## config.mk

```make
export PLATFORM = sky130hd
export DESIGN_NAME = seq_mult_ctrl
export DESIGN_NICKNAME = d
export VERILOG_FILES = /design/src/rtl/mult_pkg.sv /design/src/rtl/seq_mult_ctrl_rca.sv /design/src/rtl/seq_mult_ctrl.sv
export SDC_FILE = /design/constraint.sdc
export NUM_CORES = 1
export LEC_CHECK = 0
export ABC_AREA = 1
export CORE_MARGIN = 2
export CORE_UTILIZATION = 34
export CTS_BUF_LIST = sky130_fd_sc_hd__clkbuf_8
export DETAILED_ROUTE_END_ITERATION = 12
export SKIP_CTS_REPAIR_TIMING = 1
export SYNTH_ARGS = -nofsm -noshare
export SYNTH_HDL_FRONTEND = slang
export SYNTH_SLANG_ARGS = --single-unit
```

## constraint.sdc

```tcl
create_clock -name clk -period 6.95 [get_ports clk]
set_clock_uncertainty 0.15 [all_clocks]
set_input_delay 2.085 -clock clk [delete_from_list [all_inputs] [get_ports clk]]
set_output_delay 2.085 -clock clk [all_outputs]
set_load 0.05 [all_outputs]
```

## src/rtl/mult_pkg.sv

```systemverilog
// Shared definitions for the iterative shift-add multiplier: FSM state codes
// and the width helper used to size the iteration counter.
package mult_pkg;

    typedef enum logic [1:0] {
        ST_IDLE = 2'd0,
        ST_RUN  = 2'd1,
        ST_DONE = 2'd2
    } state_t;

    // Smallest w such that 2**w >= v (returns 1 for v <= 2 so widths stay legal).
    function automatic int clog2(input int v);
        int w;
        w = 1;
        while ((1 << w) < v) begin
            w = w + 1;
        end
        return w;
    endfunction

endpackage

```

## src/rtl/seq_mult_ctrl_rca.sv

```systemverilog
// N-bit ripple-carry adder row; the single adder that the sequential
// multiplier reuses on every iteration.
module nbit_RCA #(
    parameter int N = 16
) (
    input  logic [N-1:0] a,
    input  logic [N-1:0] b,
    input  logic         ci,
    output logic [N-1:0] s,
    output logic         co
);

    // Carry is kept in a block-local variable so the chain is one ordered loop.
    always_comb begin
        logic c;
        c = ci;
        s = '0;
        for (int i = 0; i < N; i++) begin
            s[i] = a[i] ^ b[i] ^ c;
            c    = (a[i] & b[i]) | (c & (a[i] ^ b[i]));
        end
        co = c;
    end

endmodule

```

## src/rtl/seq_mult_ctrl.sv

```systemverilog
// Iterative unsigned shift-add multiplier: one N-bit adder row reused for M
// cycles, with valid/ready handshakes on the operand and product sides.
module seq_mult_ctrl #(
    parameter int N = 16,
    parameter int M = 16
) (
    input  logic           clk,
    input  logic           rst,
    input  logic           in_valid,
    output logic           in_ready,
    input  logic [N-1:0]   a,
    input  logic [M-1:0]   b,
    output logic           out_valid,
    input  logic           out_ready,
    output logic [N+M-1:0] p,
    output logic           busy
);
    import mult_pkg::*;

    localparam int            CW   = clog2(M + 1);
    localparam logic [CW-1:0] LAST = CW'(M - 1);

    state_t        state_q, state_d;
    logic [CW-1:0] cnt_q;
    logic [N-1:0]  a_reg_q;
    logic [N-1:0]  hi_q;
    logic [M-1:0]  lo_q;

    logic          accept, step, last, drain;
    logic [N-1:0]  addend;
    logic [N-1:0]  sum;
    logic          co;
    logic [N-1:0]  hi_nxt;
    logic [M-1:0]  lo_nxt;

    assign addend = lo_q[0] ? a_reg_q : '0;

    nbit_RCA #(.N(N)) u_rca (
        .a  (hi_q),
        .b  (addend),
        .ci (1'b0),
        .s  (sum),
        .co (co)
    );

    // The N+1 bit sum shifts right one place: its LSB becomes the next product
    // bit entering lo from the top while the consumed multiplier bit falls out.
    generate
        if (N > 1) begin : g_hi_wide
            assign hi_nxt = {co, sum[N-1:1]};
        end else begin : g_hi_narrow
            assign hi_nxt = co;
        end
        if (M > 1) begin : g_lo_wide
            assign lo_nxt = {sum[0], lo_q[M-1:1]};
        end else begin : g_lo_narrow
            assign lo_nxt = sum[0];
        end
    endgenerate

    assign in_ready = (state_q == ST_IDLE);
    assign busy     = (state_q == ST_RUN);

    always_comb begin
        state_d = state_q;
        accept  = 1'b0;
        step    = 1'b0;
        last    = 1'b0;
        drain   = 1'b0;
        case (state_q)
            ST_IDLE: begin
                if (in_valid) begin
                    accept  = 1'b1;
                    state_d = ST_RUN;
                end
            end
            ST_RUN: begin
                step = 1'b1;
                if (cnt_q == LAST) begin
                    last    = 1'b1;
                    state_d = ST_DONE;
                end
            end
            ST_DONE: begin
                if (out_ready) begin
                    drain   = 1'b1;
                    state_d = ST_IDLE;
                end
            end
            default: state_d = ST_IDLE;
        endcase
    end

    always_ff @(posedge clk) begin
        if (rst) begin
            state_q   <= ST_IDLE;
            cnt_q     <= '0;
            a_reg_q   <= '0;
            hi_q      <= '0;
            lo_q      <= '0;
            p         <= '0;
            out_valid <= 1'b0;
        end else begin
            state_q <= state_d;
            if (accept) begin
                a_reg_q <= a;
                lo_q    <= b;
                hi_q    <= '0;
                cnt_q   <= '0;
            end
            if (step) begin
                hi_q  <= hi_nxt;
                lo_q  <= lo_nxt;
                cnt_q <= cnt_q + CW'(1);
            end
            // The final iteration's shifted sum is the full product.
            if (last) begin
                p         <= {hi_nxt, lo_nxt};
                out_valid <= 1'b1;
            end
            if (drain) begin
                out_valid <= 1'b0;
            end
        end
    end

endmodule

```

==> flow_summary.toml, run 1 <==
[power_and_ir_drop]
vdd_ir_drop_max_v = 0.0001058
cellLeakagePower_nw = 1.954
power.density_nw_per_um2 = 212.8

[floorplanning]
die_y_um = 111.7
num_rows = 39
fp.dieW_um = 111.7
die_area_um2 = 12470
start_util_pct = 34.68
core-area_um2 = 11370
ios = 71

[layout]
fin_util_pct = 43.71
nNetsFinal = 645
drive_gt1_share_pct = 6.879
syn_to_final_growth_pct = 26.06
diodes = 0

[hold_path]
holdPathStages = 2
hold_class = "reg2reg"

[synth]
synth_most_common_cell = "nand2_1"
yosys.area.top_type = "dfxtp_1"
ys_seq_area_share_pct = 44.68
netlist_top_cells_area = "dfxtp_1 45%, nand2_1 13%, fa_1 7.6%"
syn_avg_cell_area_um2 = 7.342
synth_commonest_cells = "140 x nand2_1, 88 x dfxtp_1, 70 x nor2_1"
synth_nets = 591
syn-instance-count = 537
synth_flop_cell = "dfxtp_1"
synth_top_area_share_pct = 44.68
synth_cell_types = 22
synth-warning-count = 0
synth_edf_count = 0
netlist_area_um2 = 3943
synth-seq-cells = 88
async_reset_ff_share_pct = 0

[clock_tree]
cts_tree = "yes"
clock_path_buffers = 2
h-tree-depth = 3
clkTransAtPathRegs_ps = 90
cts-buffers-inserted = 9
cts.sinks = 88
cts-root-buf = "clkbuf_8"
clk_latency_ps = 360

[global_routing]
grt_pass1_vias = 3241
antenna_found_initial = 0
grt_pass1_wl_um = 15230
grt_max_degree = 70
grtUsageTotal_pct = 14.89
grt_overflow = 0

[sta]
rsz0062_at_grt = "false"
fin_ws_ps = 230.4
maxSlewViolCount = 0
fmax_mhz = 148.8
max_slew_margin_pct = 50.95
hold_viol_final = 0
finalCritPeriodShare_pct = 96.68
worstMarginPinSlew_ps = 735.7
period_needed_ps = 6720
setup_viol = 0

[worst_setup_path]
arrival_ps = 6870
worstSetupEndpointType = "register"
crit_path_start_kind = "register"
required_ps = 7100
cp_max_fo = 2
path_class = "reg2reg"
reg2regPathDepth = 22

[placement]
gp_congestion = 0.7736
portBuffers = 70
hpwl_um = 6088
dp_slack_ps = -166.8

[route]
drc_errors = 0
wl_um = 9115
via_count = 3394
drtPass1Iterations = 6
wl_per_cell_um = 12.33
drtIter0Drc = 142
viasPerCell = 4.593
detail-route-antenna-nets = 0

[run_status]
status = "completed"

[job]
drv_cap = 0
[registers in the layout, indices dropped and copies added, names as in the netlist]
register	cells
state_q	2
a_reg_q	16
p	32
cnt_q	5
hi_q	16
out_valid	1
lo_q	16
[cell usage in the layout (no fill, tap or decap), types with 7 or more instances in the layout]
cell type and n:
nand2_1 140, dfxtp_1 87, nor2_1 70, clkdlybuf4s50_1 69, inv_1 56, a21oi_1 53
nand3_1 49, o21ai_0 18, clkbuf_8 9, fa_2 8, fa_1 7, buf_4 7
[worst max-delay path, cell delays in order, from the launching register on]
cell and delay, ps:
dfxtp_1 330, nand2_1 50, inv_1 60, ha_1 130, inv_1 50, fa_1 370
fa_1 400, fa_1 390, fa_1 390, fa_1 390, fa_2 350, fa_2 350
fa_2 350, fa_2 350, fa_2 350, fa_2 350, fa_2 350, fa_2 340
fa_1 390, fa_1 440, inv_1 90, nand3_1 90, a21oi_2 150
[where the power goes]
| part | internal (mW) | switching (mW) |
|---|---|---|
| clock network | 0.239 | 0.188 |
| registers | 0.520 | 0.0102 |
| logic | 0.0396 | 0.0611 |
[per-stage QoR]
stage | instances | cell area [um2] | setup TNS (ps) | hold slack (ps) | power (mW)
after detailed placement | 723 | 4702 | -466.6 | 302.9 | 0.6431
final | 739 | 4970 | 0 | 312.7 | 1.058
after global placement | 723 | 4702 | -20.62 | 300.2 | 0.6416
after floorplan | 537 | 3954 | 0 | 289.2 | 0.6077
after CTS | 739 | 4945 | -459.1 | 316.0 | 1.069
after global routing | 739 | 4970 | 0 | 330.5 | 1.106
[per-layer routing]
layer | vias up | GRT usage (%) | wire length [um]
li1 | 1765 | - | -
met1 | 1540 | 19.00 | 4260
met2 | 79 | 24.93 | 4269
met3 | 10 | 3.321 | 458
met4 | 0 | 5.185 | 127
met5 | - | 0 | 0
[cells by family after synthesis]
group,after synthesis,share of synthesized area (%)
and+or+nand+nor,265,27.42
buffers and inverters,92,9.775
DFF,88,44.68
AOI/OAI and AO/OA,74,9.553
adders and majority gates,18,8.569
[layout make-up]
| class | instances | area [um2] |
|---|---|---|
| clock inverter | 7 | 118.9 |
| clock buffer | 9 | 123.9 |
| sequential | 88 | 1763 |
| multi-input combinational | 357 | 1819 |
| fill | 1192 | 6400 |
| timing repair buffer | 77 | 748.2 |
| tap | 143 | 178.9 |
| inverter | 58 | 217.7 |
[worst paths after layout]
kind	startpoint	endpoint	slack [ps]
worst max register to register	a_reg_q[0]$_SDFFE_PP0P_	p[30]$_SDFFE_PP0P_	230
worst min-delay path	out_valid$_SDFFE_PP0P_	out_valid$_SDFFE_PP0P_	310
worst min register to register	out_valid$_SDFFE_PP0P_	out_valid$_SDFFE_PP0P_	310
worst max-delay path	a_reg_q[0]$_SDFFE_PP0P_	p[30]$_SDFFE_PP0P_	230
Note: power is estimated with default switching activity, not from simulation.
==> inputs of run 2 (changes only) <==
SKIP_LAST_GASP = 1   (was unset)
==> results of run 2 <==
The final DEF is identical to that of run 1; final timing and power are the same.
==> inputs of run 3 (changes only) <==
CAP_MARGIN = 20   (was unset)
RECOVER_POWER = 100   (was unset)
==> run 3 against run 2 <==
Design area decreased by 0.20%. Non-clock buffer count unchanged. Critical path depth unchanged. Wire length unchanged. Hold slack got worse by 5.9 ps. Global-route usage unchanged. Final cell count unchanged.
==> flow_summary.toml, run 3 (same netlist as run 1, synthesis figures left out) <==
[global_routing]
grt_pass1_wl_um = 15230
grtUsageTotal_pct = 14.89
grt_max_degree = 70
grt_pass1_vias = 3241
antenna_found_initial = 0
grt_overflow = 0

[power_and_ir_drop]
vdd_ir_drop_max_v = 0.0001056
power.clock.fraction_pct = 40.4
seqPwrFrac_pct = 50.1
power.internal_mw = 0.7975
p_switching_mw = 0.2588
share_comb_of_total_power_pct = 9.4
power.density_nw_per_um2 = 213.0
p_sw_share_pct = 24.50
cellLeakagePower_nw = 2.070

[clock_tree]
h-tree-depth = 3
clock_path_buffers = 2
cts-root-buf = "clkbuf_8"
clkTransAtPathRegs_ps = 90
cts_tree = "yes"
cts-buffers-inserted = 9
clk_latency_ps = 360
cts.sinks = 88

[layout]
layout_commonest_cell = "nand2_1"
largest_reg_flops = 32
syn_to_final_growth_pct = 25.80
mostFrequentLayoutCells = "141 x nand2_1, 87 x dfxtp_1, 70 x nor2_1"
largest-register = "p"
fin_util_pct = 43.62
final_cells = 739
drive_gt1_share_pct = 6.208
diodes = 0
nNetsFinal = 645

[placement]
dpl.cell_count = 723
hpwl_um = 6088
gp_congestion = 0.7736
portBuffers = 70

[floorplanning]
die_y_um = 111.7
num_rows = 39
start_util_pct = 34.68
fp.dieW_um = 111.7
ios = 71
core-area_um2 = 11370
die_area_um2 = 12470

[sta]
rsz0062_at_grt = "false"
max_slew_margin_pct = 13.53
setup_viol = 0
fmax_mhz = 148.9
finalCritPeriodShare_pct = 96.65
period_needed_ps = 6717
maxSlewViolCount = 0
hold_viol_final = 0
worstMarginPinSlew_ps = 1297

[route]
drtPass1Iterations = 4
wl_per_cell_um = 12.33
via_count = 3372
viasPerCell = 4.563
drtIter0Drc = 124
wl_um = 9115
detail-route-antenna-nets = 0
drc_errors = 0

[worst_setup_path]
crit_path_start_kind = "register"
cp_max_fo = 2
path_class = "reg2reg"
worstSetupEndpointType = "register"
required_ps = 7100
arrival_ps = 6860

[hold_path]
hold_class = "reg2reg"

[run_status]
status = "completed"

[job]
drv_cap = 0
-- run 3: changes by cell type in the layout (fill, tap and decap cells not counted), sizes merged --
cell,change
clkdlybuf4s50,-36
dlygate4sd3,+36
buf,-1
clkbuf,+1
-- run 3: per-stage QoR --
step / setup TNS [ps] / instance area (um2) / setup WS (ps) / total power [mW] / hold WS [ps]
2_1_floorplan: 0 / 3954 / 14.48 / 0.6077 / 289.2
3_3_place_gp: -20.62 / 4702 / -19.68 / 0.6416 / 300.2
3_5_place_dp: -466.6 / 4702 / -166.8 / 0.6431 / 302.9
4_1_cts: -459.1 / 4945 / -173.8 / 1.069 / 316.0
5_1_grt: 0 / 4960 / 3.254 / 1.105 / 329.1
6_report: 0 / 4960 / 232.5 / 1.056 / 306.8
-- run 3: area by class of cell --
type | count | area, um2
Clock buffer | 9 | 123.9
Clock inverter | 7 | 118.9
Fill cell | 1195 | 6410
Inverter | 58 | 217.7
Multi-Input combinational cell | 357 | 1813
Sequential cell | 88 | 1763
Tap cell | 143 | 178.9
Timing Repair Buffer | 77 | 744.5
-- run 3: power groups by stage --
stage / logic (mW) / clock network [mW] / registers [mW]
6_report: 0.0995 / 0.427 / 0.530
4_1_cts: 0.102 / 0.437 / 0.530
3_3_place_gp: 0.100 / 0 / 0.541
2_1_floorplan: 0.0687 / 0 / 0.539
3_5_place_dp: 0.102 / 0 / 0.542
5_1_grt: 0.113 / 0.459 / 0.532
-- run 3: routing by layer --
layer	part of all wire (%)	up-vias	track usage, %
li1	-	1768	-
met1	46	1514	19.00
met2	47	80	24.93
met3	5.4	10	3.321
met4	1.4	0	5.185
met5	0	-	0
-- run 3: worst paths after layout --
check | cells after the start | from | slack (ps) | endpoint
worst max-delay path | 22 | a_reg_q[0]$_SDFFE_PP0P_ | 230 | p[30]$_SDFFE_PP0P_
worst min register to register | 2 | out_valid$_SDFFE_PP0P_ | 310 | out_valid$_SDFFE_PP0P_
worst min-delay path | 2 | out_valid$_SDFFE_PP0P_ | 310 | out_valid$_SDFFE_PP0P_
worst max register to register | 22 | a_reg_q[0]$_SDFFE_PP0P_ | 230 | p[30]$_SDFFE_PP0P_
-- run 3: worst max-delay path, stage by stage, from the launching register on --
cell	delay, ps
dfxtp_1	330
nand2_1	50
inv_1	60
ha_1	130
inv_1	50
fa_1	380
fa_1	400
fa_1	390
fa_1	390
fa_1	390
fa_2	350
fa_2	350
fa_2	350
fa_2	350
fa_2	350
fa_2	350
fa_2	350
fa_2	340
fa_1	390
fa_1	440
inv_1	90
nand3_1	90
a21oi_2	150
